`src/rtl/demux_pkg.sv`:
```
// Shared constants and helpers for the 1:8 holding demultiplexer.
package demux_pkg;

  localparam int NUM_CH = 8;
  localparam int SEL_W  = 3;
  localparam int DEF_W  = 8;

  // Base bit offset of channel k inside the flattened out_data bus.
  function automatic int ch_slice(input int k, input int w = DEF_W);
    return k * w;
  endfunction

endpackage

```
`src/rtl/demux_ch_reg.sv`:
```
// One-entry holding register for a single output channel with valid/ready drain.
module demux_ch_reg
  import demux_pkg::*;
#(
  parameter int W = DEF_W
) (
  input  logic         clk,
  input  logic         rst_n,
  input  logic         load,
  input  logic [W-1:0] data_in,
  input  logic         rdy,
  output logic [W-1:0] data_q,
  output logic         vld
);

  logic [W-1:0] data_d;
  logic         vld_q;
  logic         vld_d;

  // A load wins over a same-cycle drain so the channel keeps full throughput.
  always_comb begin
    data_d = data_q;
    vld_d  = vld_q;
    if (load) begin
      data_d = data_in;
      vld_d  = 1'b1;
    end else if (vld_q && rdy) begin
      vld_d  = 1'b0;
    end
  end

  always_ff @(posedge clk) begin
    if (!rst_n) begin
      data_q <= '0;
      vld_q  <= 1'b0;
    end else begin
      data_q <= data_d;
      vld_q  <= vld_d;
    end
  end

  assign vld = vld_q;

endmodule

```
`src/rtl/demux_1_8_hold.sv`:
```
// 1:8 demux with a one-entry hold register per channel and valid/ready handshakes.
// Define DEMUX_AUTO_SEL_EN to route by an internal round-robin pointer instead of in_sel.
module demux_1_8_hold
  import demux_pkg::*;
#(
  parameter int W = DEF_W
) (
  input  logic                clk,
  input  logic                rst_n,
  input  logic [W-1:0]        in_data,
  input  logic [SEL_W-1:0]    in_sel,
  input  logic                in_valid,
  output logic                in_ready,
  output logic [NUM_CH*W-1:0] out_data,
  output logic [NUM_CH-1:0]   out_valid,
  input  logic [NUM_CH-1:0]   out_ready,
  output logic [SEL_W-1:0]    cur_sel,
  output logic [7:0]          xfer_cnt
);

  logic [SEL_W-1:0]  tgt;
  logic              accept;
  logic [NUM_CH-1:0] load;
  logic [7:0]        xfer_cnt_q;
  logic [7:0]        xfer_cnt_d;

`ifdef DEMUX_AUTO_SEL_EN
  logic [SEL_W-1:0] ptr_q;
  logic [SEL_W-1:0] ptr_d;
  logic             unused_sel;

  assign unused_sel = ^in_sel;
  assign tgt        = ptr_q;

  // Pointer only moves on an accept, so a stalled channel is never skipped.
  always_comb begin
    ptr_d = ptr_q;
    if (accept) begin
      ptr_d = ptr_q + 1'b1;
    end
  end

  always_ff @(posedge clk) begin
    if (!rst_n) begin
      ptr_q <= '0;
    end else begin
      ptr_q <= ptr_d;
    end
  end
`else
  assign tgt = in_sel;
`endif

  assign cur_sel  = tgt;
  assign in_ready = rst_n & (~out_valid[tgt] | out_ready[tgt]);
  assign accept   = in_valid & in_ready;

  always_comb begin
    load       = '0;
    xfer_cnt_d = xfer_cnt_q;
    if (accept) begin
      load[tgt]  = 1'b1;
      xfer_cnt_d = xfer_cnt_q + 8'd1;
    end
  end

  always_ff @(posedge clk) begin
    if (!rst_n) begin
      xfer_cnt_q <= '0;
    end else begin
      xfer_cnt_q <= xfer_cnt_d;
    end
  end

  assign xfer_cnt = xfer_cnt_q;

  for (genvar k = 0; k < NUM_CH; k++) begin : g_ch
    localparam int BASE = ch_slice(k, W);

    demux_ch_reg #(
      .W (W)
    ) u_ch_reg (
      .clk     (clk),
      .rst_n   (rst_n),
      .load    (load[k]),
      .data_in (in_data),
      .rdy     (out_ready[k]),
      .data_q  (out_data[BASE +: W]),
      .vld     (out_valid[k])
    );
  end

endmodule
```
`config.mk`:
```
export PLATFORM = sky130hd
export DESIGN_NAME = demux_1_8_hold
export DESIGN_NICKNAME = d
export VERILOG_FILES = /design/src/rtl/demux_pkg.sv /design/src/rtl/demux_ch_reg.sv /design/src/rtl/demux_1_8_hold.sv
export SDC_FILE = /design/constraint.sdc
export NUM_CORES = 1
export LEC_CHECK = 0
export CAP_MARGIN = 25
export CELL_PAD_IN_SITES_DETAIL_PLACEMENT = 2
export CELL_PAD_IN_SITES_GLOBAL_PLACEMENT = 2
export CORE_ASPECT_RATIO = 1.75
export CORE_MARGIN = 2
export CORE_UTILIZATION = 31
export DETAILED_ROUTE_END_ITERATION = 10
export PLACE_DENSITY_LB_ADDON = 0.3
export RECOVER_POWER = 100
export SYNTH_ARGS = -nofsm -noshare
export SYNTH_HDL_FRONTEND = slang
export SYNTH_HIERARCHICAL = 1
export SYNTH_SLANG_ARGS = --single-unit
```
`constraint.sdc`:
```
create_clock -name clk -period 4 [get_ports clk]
set_clock_uncertainty 0.15 [all_clocks]
set_input_delay 0.4 -clock clk [delete_from_list [all_inputs] [get_ports clk]]
set_output_delay 0.4 -clock clk [all_outputs]
set_load 0.05 [all_outputs]
```
; After elaboration in Yosys (flattened, before gate mapping)
; Index checks and enable logic that the tools add are counted.
[totals]
regBits = 80
input_bits = 22
out_inout_bits = 84
wordCells = 64
[classes]
addsub = 1
n_lt_le_gt_ge = 2
mux = 23
n_bitwise = 4
reduce_logical = 17
[op_table]
columns = operator, count
row1 = $mux W1, 19
row2 = $reduce_bool A2 Y1, 8
row3 = $logic_and A1 B1 Y1, 9
row4 = $add A8 B1 Y8 const B, 1
row5 = $mux W8, 1
row6 = $bmux W1 S3, 2
row7 = $lt A3 B4 Y1 const B, 1
row8 = $demux W1 S3, 1
row9 = $ge A3 B1 Y1 const B, 1
row10 = $and A1 B1 Y1, 2
row11 = $not A1 Y1, 1
row12 = $or A1 B1 Y1, 1

; Logic depth before layout (Yosys ltp)
; Gate-level depths: netlist of the first run.
[depth]
depth_word = 8
mapped_depth = 9
mapped_depth_nobuf = 7

; Modules after synthesis
; Netlist of the first run, hierarchy kept.
[by_module_without_submodules]
columns = module, instances, cells_each, area_each_um2
row1 = demux_ch_reg, 8, 28, 335.3
row2 = demux_1_8_hold, 1, 75, 686.9

; Worst setup path before layout of the first run
; OpenSTA, ideal clock, no wires.
[synth_timing]
kind = in2out
startpoint = input port in_sel[0]
endpoint = output port in_ready
arrival_time_ns = 2.536
slack_ns = 0.914
stages = 4
path_cell_list = buf_6 -> mux4_2 -> mux2_2 -> a21boi_0
[synth_between]
elab_chain_cells = 5
[synth_rtl]
columns = element, line_no
row1 = "start, declared", demux_1_8_hold.sv:11  ; input logic [SEL_W-1:0] in_sel,
row2 = $bmux W1 S3, demux_1_8_hold.sv:55  ; assign in_ready = rst_n & (~out_valid[tgt] | out_ready[tgt]);
row3 = $mux W1 (implied by the code), demux_1_8_hold.sv:55
row4 = $not A1 Y1, demux_1_8_hold.sv:55
row5 = $or A1 B1 Y1 (*), demux_1_8_hold.sv:55
row6 = $and A1 B1 Y1 (*), demux_1_8_hold.sv:55
row7 = "end, declared", demux_1_8_hold.sv:13  ; output logic in_ready,
; Mark *: on every way between the ends. The rest lies on a longest branch, timed or not. The select of a mux whose other input is x is not followed.

; Final worst setup path of the first run
[layout_timing]
startpoint = input port in_sel[0]
endpoint = register g_ch[0].u_ch_reg.data_q[2]
[layout_between]
elab_chain_cells = 7
[layout_rtl]
columns = element, line_no
row1 = $bmux W1 S3, demux_1_8_hold.sv:55
row2 = $mux W1 (implied by the code), demux_1_8_hold.sv:55
row3 = $not A1 Y1, demux_1_8_hold.sv:55
row4 = $or A1 B1 Y1, demux_1_8_hold.sv:55
row5 = $and A1 B1 Y1, demux_1_8_hold.sv:55
row6 = $and A1 B1 Y1, demux_1_8_hold.sv:56  ; assign accept = in_valid & in_ready;
row7 = $mux W8 (*), demux_1_8_hold.sv:61  ; if (accept) begin
row8 = named net load[0], demux_1_8_hold.sv:23  ; logic [NUM_CH-1:0] load;
row9 = "end signal, assigned", demux_ch_reg.sv:37  ; data_q <= data_d;
row10 = "end, declared", demux_ch_reg.sv:12  ; output logic [W-1:0] data_q,
; Mark *: on every way through the listed nets, which the timed path passes. The rest lies on a longest branch. The select of a mux whose other input is x is not followed.
; A chain may end at the register's enable or synchronous reset.

==> results of run 1 <==
[per-stage QoR]
step	power [µW]	setup slack, ns	hold slack (ns)
global route	1891	0.2985	0.3396
CTS	1861	0.7096	0.3272
global placement	1028	0.3572	0.3100
floorplan	946.3	0.9135	0.3675
detailed placement	1032	0.3465	0.3192
finish	1820	0.4827	0.3155
[report_power, final]
| group | switching, µW | total, µW | internal (µW) |
|---|---|---|---|
| registers | 8.34 | 817 | 809 |
| logic | 115 | 187 | 72.5 |
| clock network | 319 | 815 | 496 |
[worst max-delay path, stage by stage]
cell and delay, ns:
dlygate4sd3_1 0.73, mux4_2 0.59, mux2_2 0.34, a21boi_0 0.48, nand3b_1 0.23, nor3_2 0.23, clkbuf_1 0.28, mux2i_1 0.23
nor2b_1 0.07
[kinds of logic (layout without fill, tap and decap cells)]
logic type | Yosys count | after routing
simple gates | 107 | 107
flops | 80 | 80
mux | 75 | 75
compound gates | 18 | 18
buf+inv | 17 | 135
fa+ha+maj | 1 | 1
xor+xnor | 1 | 1
[cells in the final DEF (no fill, tap or decap), types with 2 or more instances in the layout]
| master | Yosys | final |
|---|---|---|
| nor3_2 | 0 | 3 |
| buf_4 | 3 | 10 |
| nor2_1 | 2 | 2 |
| clkdlybuf4s50_1 | 0 | 19 |
| nand2b_1 | 5 | 5 |
| o21ai_1 | 2 | 2 |
| a21boi_0 | 1 | 3 |
| o21ai_0 | 1 | 2 |
| dlygate4sd3_1 | 0 | 84 |
| nand3_1 | 7 | 7 |
| nor3_1 | 6 | 3 |
| clkbuf_16 | 0 | 9 |
| or3_1 | 2 | 2 |
| clkbuf_1 | 2 | 7 |
| o21a_1 | 8 | 8 |
| mux2i_1 | 68 | 68 |
| nand2_1 | 9 | 9 |
| dfxtp_1 | 80 | 80 |
| nor2b_1 | 72 | 72 |
| mux4_2 | 4 | 4 |
[final timing paths]
check | cells after the start | slack [ns] | end | start
setup / recovery | 9 | 0.48 | g_ch[0].u_ch_reg/data_q[2]$_SDFFE_PN0P_ | in_sel[0]
hold reg to reg | 2 | 0.32 | xfer_cnt[7]$_SDFFE_PN0P_ | xfer_cnt[7]$_SDFFE_PN0P_
hold / removal | 2 | 0.32 | xfer_cnt[7]$_SDFFE_PN0P_ | xfer_cnt[7]$_SDFFE_PN0P_
setup reg to reg | 8 | 1.01 | g_ch[0].u_ch_reg/data_q[2]$_SDFFE_PN0P_ | g_ch[7].u_ch_reg/vld$_SDFFE_PN0P_
[flip-flops by register name, indices dropped and copies added, names as in the netlist]
signal	cells
g_ch.u_ch_reg/data_q	64
g_ch.u_ch_reg/vld	8
xfer_cnt	8
[layer usage]
layer,vias up,routed length (µm)
met2,63,6186
met4,0,204
met1,1263,4273
li1,1251,-
met5,-,0
met3,11,319
[cell type report]
| cell class | count | share of cell area [%] |
|---|---|---|
| clock buffer | 12 | 5.108 |
| clock inverter | 3 | 0.8815 |
| multi-input combinational | 202 | 33.81 |
| tap | 130 | 3.370 |
| sequential | 80 | 33.19 |
| timing repair buffer | 120 | 23.65 |
==> results.toml, run 1 <==
[status]
status = "completed"

[timing]
finalMaxSlewViolations = 0
rsz0062_at_grt = "no"
period_minus_slack_ns = 3.517
setup_tns_ns = 0
max_slew.worst_pin.slew_ns = 1.047
finalSetupViolCount = 0
fmax_ghz = 0.2843
worst_slew_margin_rel_pct = 29.82
period_share_pct = 87.93
hold_viol_final = 0

[global_routing]
gr-max-usage-layer = "met2"
use_met1_pct = 20.27
grt_use_met2_pct = 37.10
overflow = 0
antenna_found_initial = 0
grt_pass1_wl_um = 17170
grt_max_degree = 49
gr-usage-all-layers_pct = 19.26
grtUsageMet3_pct = 4.130
first_global_vias = 2995

[clocking]
clk_path_buf_depth = 2
cts_htree_levels = 3
cts_setup_buffers = 0
root_buffer = "clkbuf_16"
clkTransAtPathRegs_ns = 0.06
hold_buffers = 0
cts_tree = "built"
cts_resized = 0
insertion_delay_ns = 0.34
numCtsBuffers = 9
clock_sinks = 80

[synthesis]
yosys.area.top_type_share_pct = 47.53
synth_compound_area_share_pct = 4.567
synth-main-ff-cell = "dfxtp_1"
synth-edff-count = 0
synth_top_family_by_area = "multiplexers"
yosys_warnings = 6
yosysMostFrequentCell = "dfxtp_1"
yosys-top-cells-area = "dfxtp_1 48%, mux2i_1 20%, nor2b_1 13%"
ys_ff_latch = 80
seq_area_frac_synth_pct = 47.53
yosys-top-cells-count = "80 x dfxtp_1, 72 x nor2b_1, 68 x mux2i_1, 10 x buf_6, 9 x nand2_1"
synth_adder_area_share_pct = 0.3713
syn_inst = 299
yosys.area_share.xor_xnor_pct = 0.2599
ys_async_sr_fraction_pct = 0
syn_avg_cell_area_um2 = 11.27
syn_nets = 322
syn_area_um2 = 3369
muxShareOfSynthArea_pct = 24.21
synth_cell_types = 30
synth_area_leader_cell = "dfxtp_1"
yosys.area_share.simple_pct = 18.60

[hold_path]
holdCritPathClass = "reg -> reg"

[floorplanning]
die_x_um = 82.81
start_util_pct = 31.68
fp.dieH_um = 141.9
io_pins = 106
die-area_um2 = 11750
core_um2 = 10640
rows = 50

[placed_design]
dp_cells = 532
gp_congestion = 0.8009
dp_hpwl_um = 7979
numPortBuffers = 105
place_area_um2 = 4574

[final_layout]
fill_cells = 1154
seq_area_um2 = 1602
drive_above_1_share_pct = 8.633
post-route-util_pct = 45.38
syn_to_final_growth_pct = 43.22
stdcell_count = 547
multiInputGateArea_um2 = 1632
n_antenna_cell = 0
fin_nets = 436
fin_area_um2 = 4826

[detailed_routing]
via_per_inst = 4.731
wl_um = 10980
num_vias = 2588
post_drt_wl_per_cell_um = 20.08
antenna_left = 0
drtIter0Drc = 55
drc_errors = 0
first_pass_iters = 3

[flow_run]
cap_violations = 0

[setup_path]
critPathKind = "in -> reg"
cp-end-kind = "register"
arrival_ns = 3.60
setup.worst_path.start_class = "input pin"
crit_required_ns = 4.08
cp_max_fo = 5

[power_and_ir_drop]
powerDensity_nw_per_um2 = 377.0
max-vdd-ir-drop_mv = 0.2264
p_leak_uw = 0.001830
Power figures use the tool's default switching activity.
==> run 2: changes to the inputs <==
- CORE_MARGIN: 2 -> default
- CORE_UTILIZATION: 31 -> 29
- MAX_ROUTING_LAYER: default -> met4
- clock period: 4 -> 3.7 ns (I/O delays scaled with it)
==> results.toml, run 2 (synthesized netlist as in run 1, its figures left out) <==
[timing]
setup_tns_ns = 0
max_slew.worst_pin.slew_ns = 0.8851
fmax_ghz = 0.3093
timing.hold.ws_ns = 0.3203
hold_viol_final = 0
rsz0062_at_grt = "no"
finalMaxSlewViolations = 0
worst_slew_margin_rel_pct = 40.45
period_minus_slack_ns = 3.233
finalSetupViolCount = 0
period_share_pct = 87.37

[final_layout]
fin_area_um2 = 4856
n_antenna_cell = 0
final_cell_mix = "84 x dlygate4sd3_1, 80 x dfxtp_1, 72 x nor2b_1"
post-route-util_pct = 43.24
final_common_cell = "dlygate4sd3_1"
fin_nets = 439
regMostFlops = "g_ch.u_ch_reg/data_q"
drive_above_1_share_pct = 9.048
syn_to_final_growth_pct = 44.11
largest_reg_flops = 64

[floorplanning]
start_util_pct = 30.00
core_um2 = 11230
die_x_um = 83.48
rows = 51
io_pins = 106
die-area_um2 = 12070
fp.dieH_um = 144.6

[clocking]
insertion_delay_ns = 0.34
numCtsBuffers = 9
clkTransAtPathRegs_ns = 0.06
cts_htree_levels = 3
cts_resized = 0
root_buffer = "clkbuf_16"
cts_setup_buffers = 0
cts_tree = "built"
clock_sinks = 80
clk_path_buf_depth = 2
hold_buffers = 0

[setup_path]
crit_buf_inv = 2
cp_max_fo = 5
setup.worst_path.start_class = "input pin"
path_cells = "dlygate4sd3_1, mux4_2, mux2_2, a21boi_2, nand2_1, nor2_1, clkbuf_1, mux2i_1, nor2b_1"
cp_slowest_cell = "dlygate4sd3_1"
cp_slowest_stage_delay_ns = 0.65
critPathKind = "in -> reg"
path_delay_family = "multiplexers"
crit_required_ns = 3.78
arrival_ns = 3.31
cp-end-kind = "register"

[placed_design]
dp_hpwl_um = 8015
numPortBuffers = 105
gp_congestion = 0.8456
place_area_um2 = 4611

[flow_run]
cap_violations = 0

[global_routing]
grt_pass1_wl_um = 16930
antenna_found_initial = 0
first_global_vias = 2965
grt_max_degree = 66
gr-usage-all-layers_pct = 19.75
overflow = 0

[detailed_routing]
wl_um = 11060
drtIter0Drc = 77
via_per_inst = 4.857
first_pass_iters = 4
antenna_left = 0
post_drt_wl_per_cell_um = 20.04
num_vias = 2681
drc_errors = 0

[power_and_ir_drop]
max-vdd-ir-drop_mv = 0.2350
p_leak_uw = 0.001837
power_uw = 2033
powerDensity_nw_per_um2 = 418.7

[status]
status = "completed"

[hold_path]
holdCritPathClass = "reg -> reg"
[run 2: worst paths after layout]
path	startpoint	endpoint	slack, ns	cells past startpoint
max reg2reg	g_ch[5].u_ch_reg/vld$_SDFFE_PN0P_	g_ch[7].u_ch_reg/data_q[6]$_SDFFE_PN0P_	0.88	8
max	in_sel[0]	g_ch[7].u_ch_reg/data_q[6]$_SDFFE_PN0P_	0.47	9
min	xfer_cnt[7]$_SDFFE_PN0P_	xfer_cnt[7]$_SDFFE_PN0P_	0.32	2
min reg2reg	xfer_cnt[7]$_SDFFE_PN0P_	xfer_cnt[7]$_SDFFE_PN0P_	0.32	2
[run 2: report_power, final]
group | total, µW | internal, µW | switching (µW) | leakage [µW]
registers | 883 | 874 | 9.22 | 0.000646
clock network | 946 | 585 | 362 | 0.000147
logic | 204 | 79.5 | 124 | 0.00104
[run 2: cell type report]
cell class / instances / area (µm²)
Sequential cell: 80 / 1602
Clock inverter: 6 / 85.08
Fill cell: 1177 / 6375
Tap cell: 132 / 165.2
Clock buffer: 9 / 225.2
Timing Repair Buffer: 123 / 1145
Multi-Input combinational cell: 202 / 1634
[run 2: routing by layer]
| metal | part of all wire, % | global-route usage, % | up-vias |
|---|---|---|---|
| li1 | - | - | 1256 |
| met1 | 38 | 19.90 | 1334 |
| met2 | 55 | 36.50 | 68 |
| met3 | 2.8 | 2.797 | 23 |
| met4 | 3.6 | 11.24 | 0 |
| met5 | 0 | - | - |
[run 2: metrics by stage]
step	setup WS, ns	std cells
after floorplan	0.6668	299
after global placement	0.4419	537
after detailed placement	0.3686	537
after CTS	0.6671	552
after global routing	0.2965	552
final	0.4673	552
[run 2: tightest hold or removal path, delay by kind of cell (launching register included)]
| family | cells | cell delay (ns) |
|---|---|---|
| DFF | 1 | 0.31 |
| and+or+nand+nor | 1 | 0.06 |
| AOI/OAI and AO/OA | 1 | 0.05 |
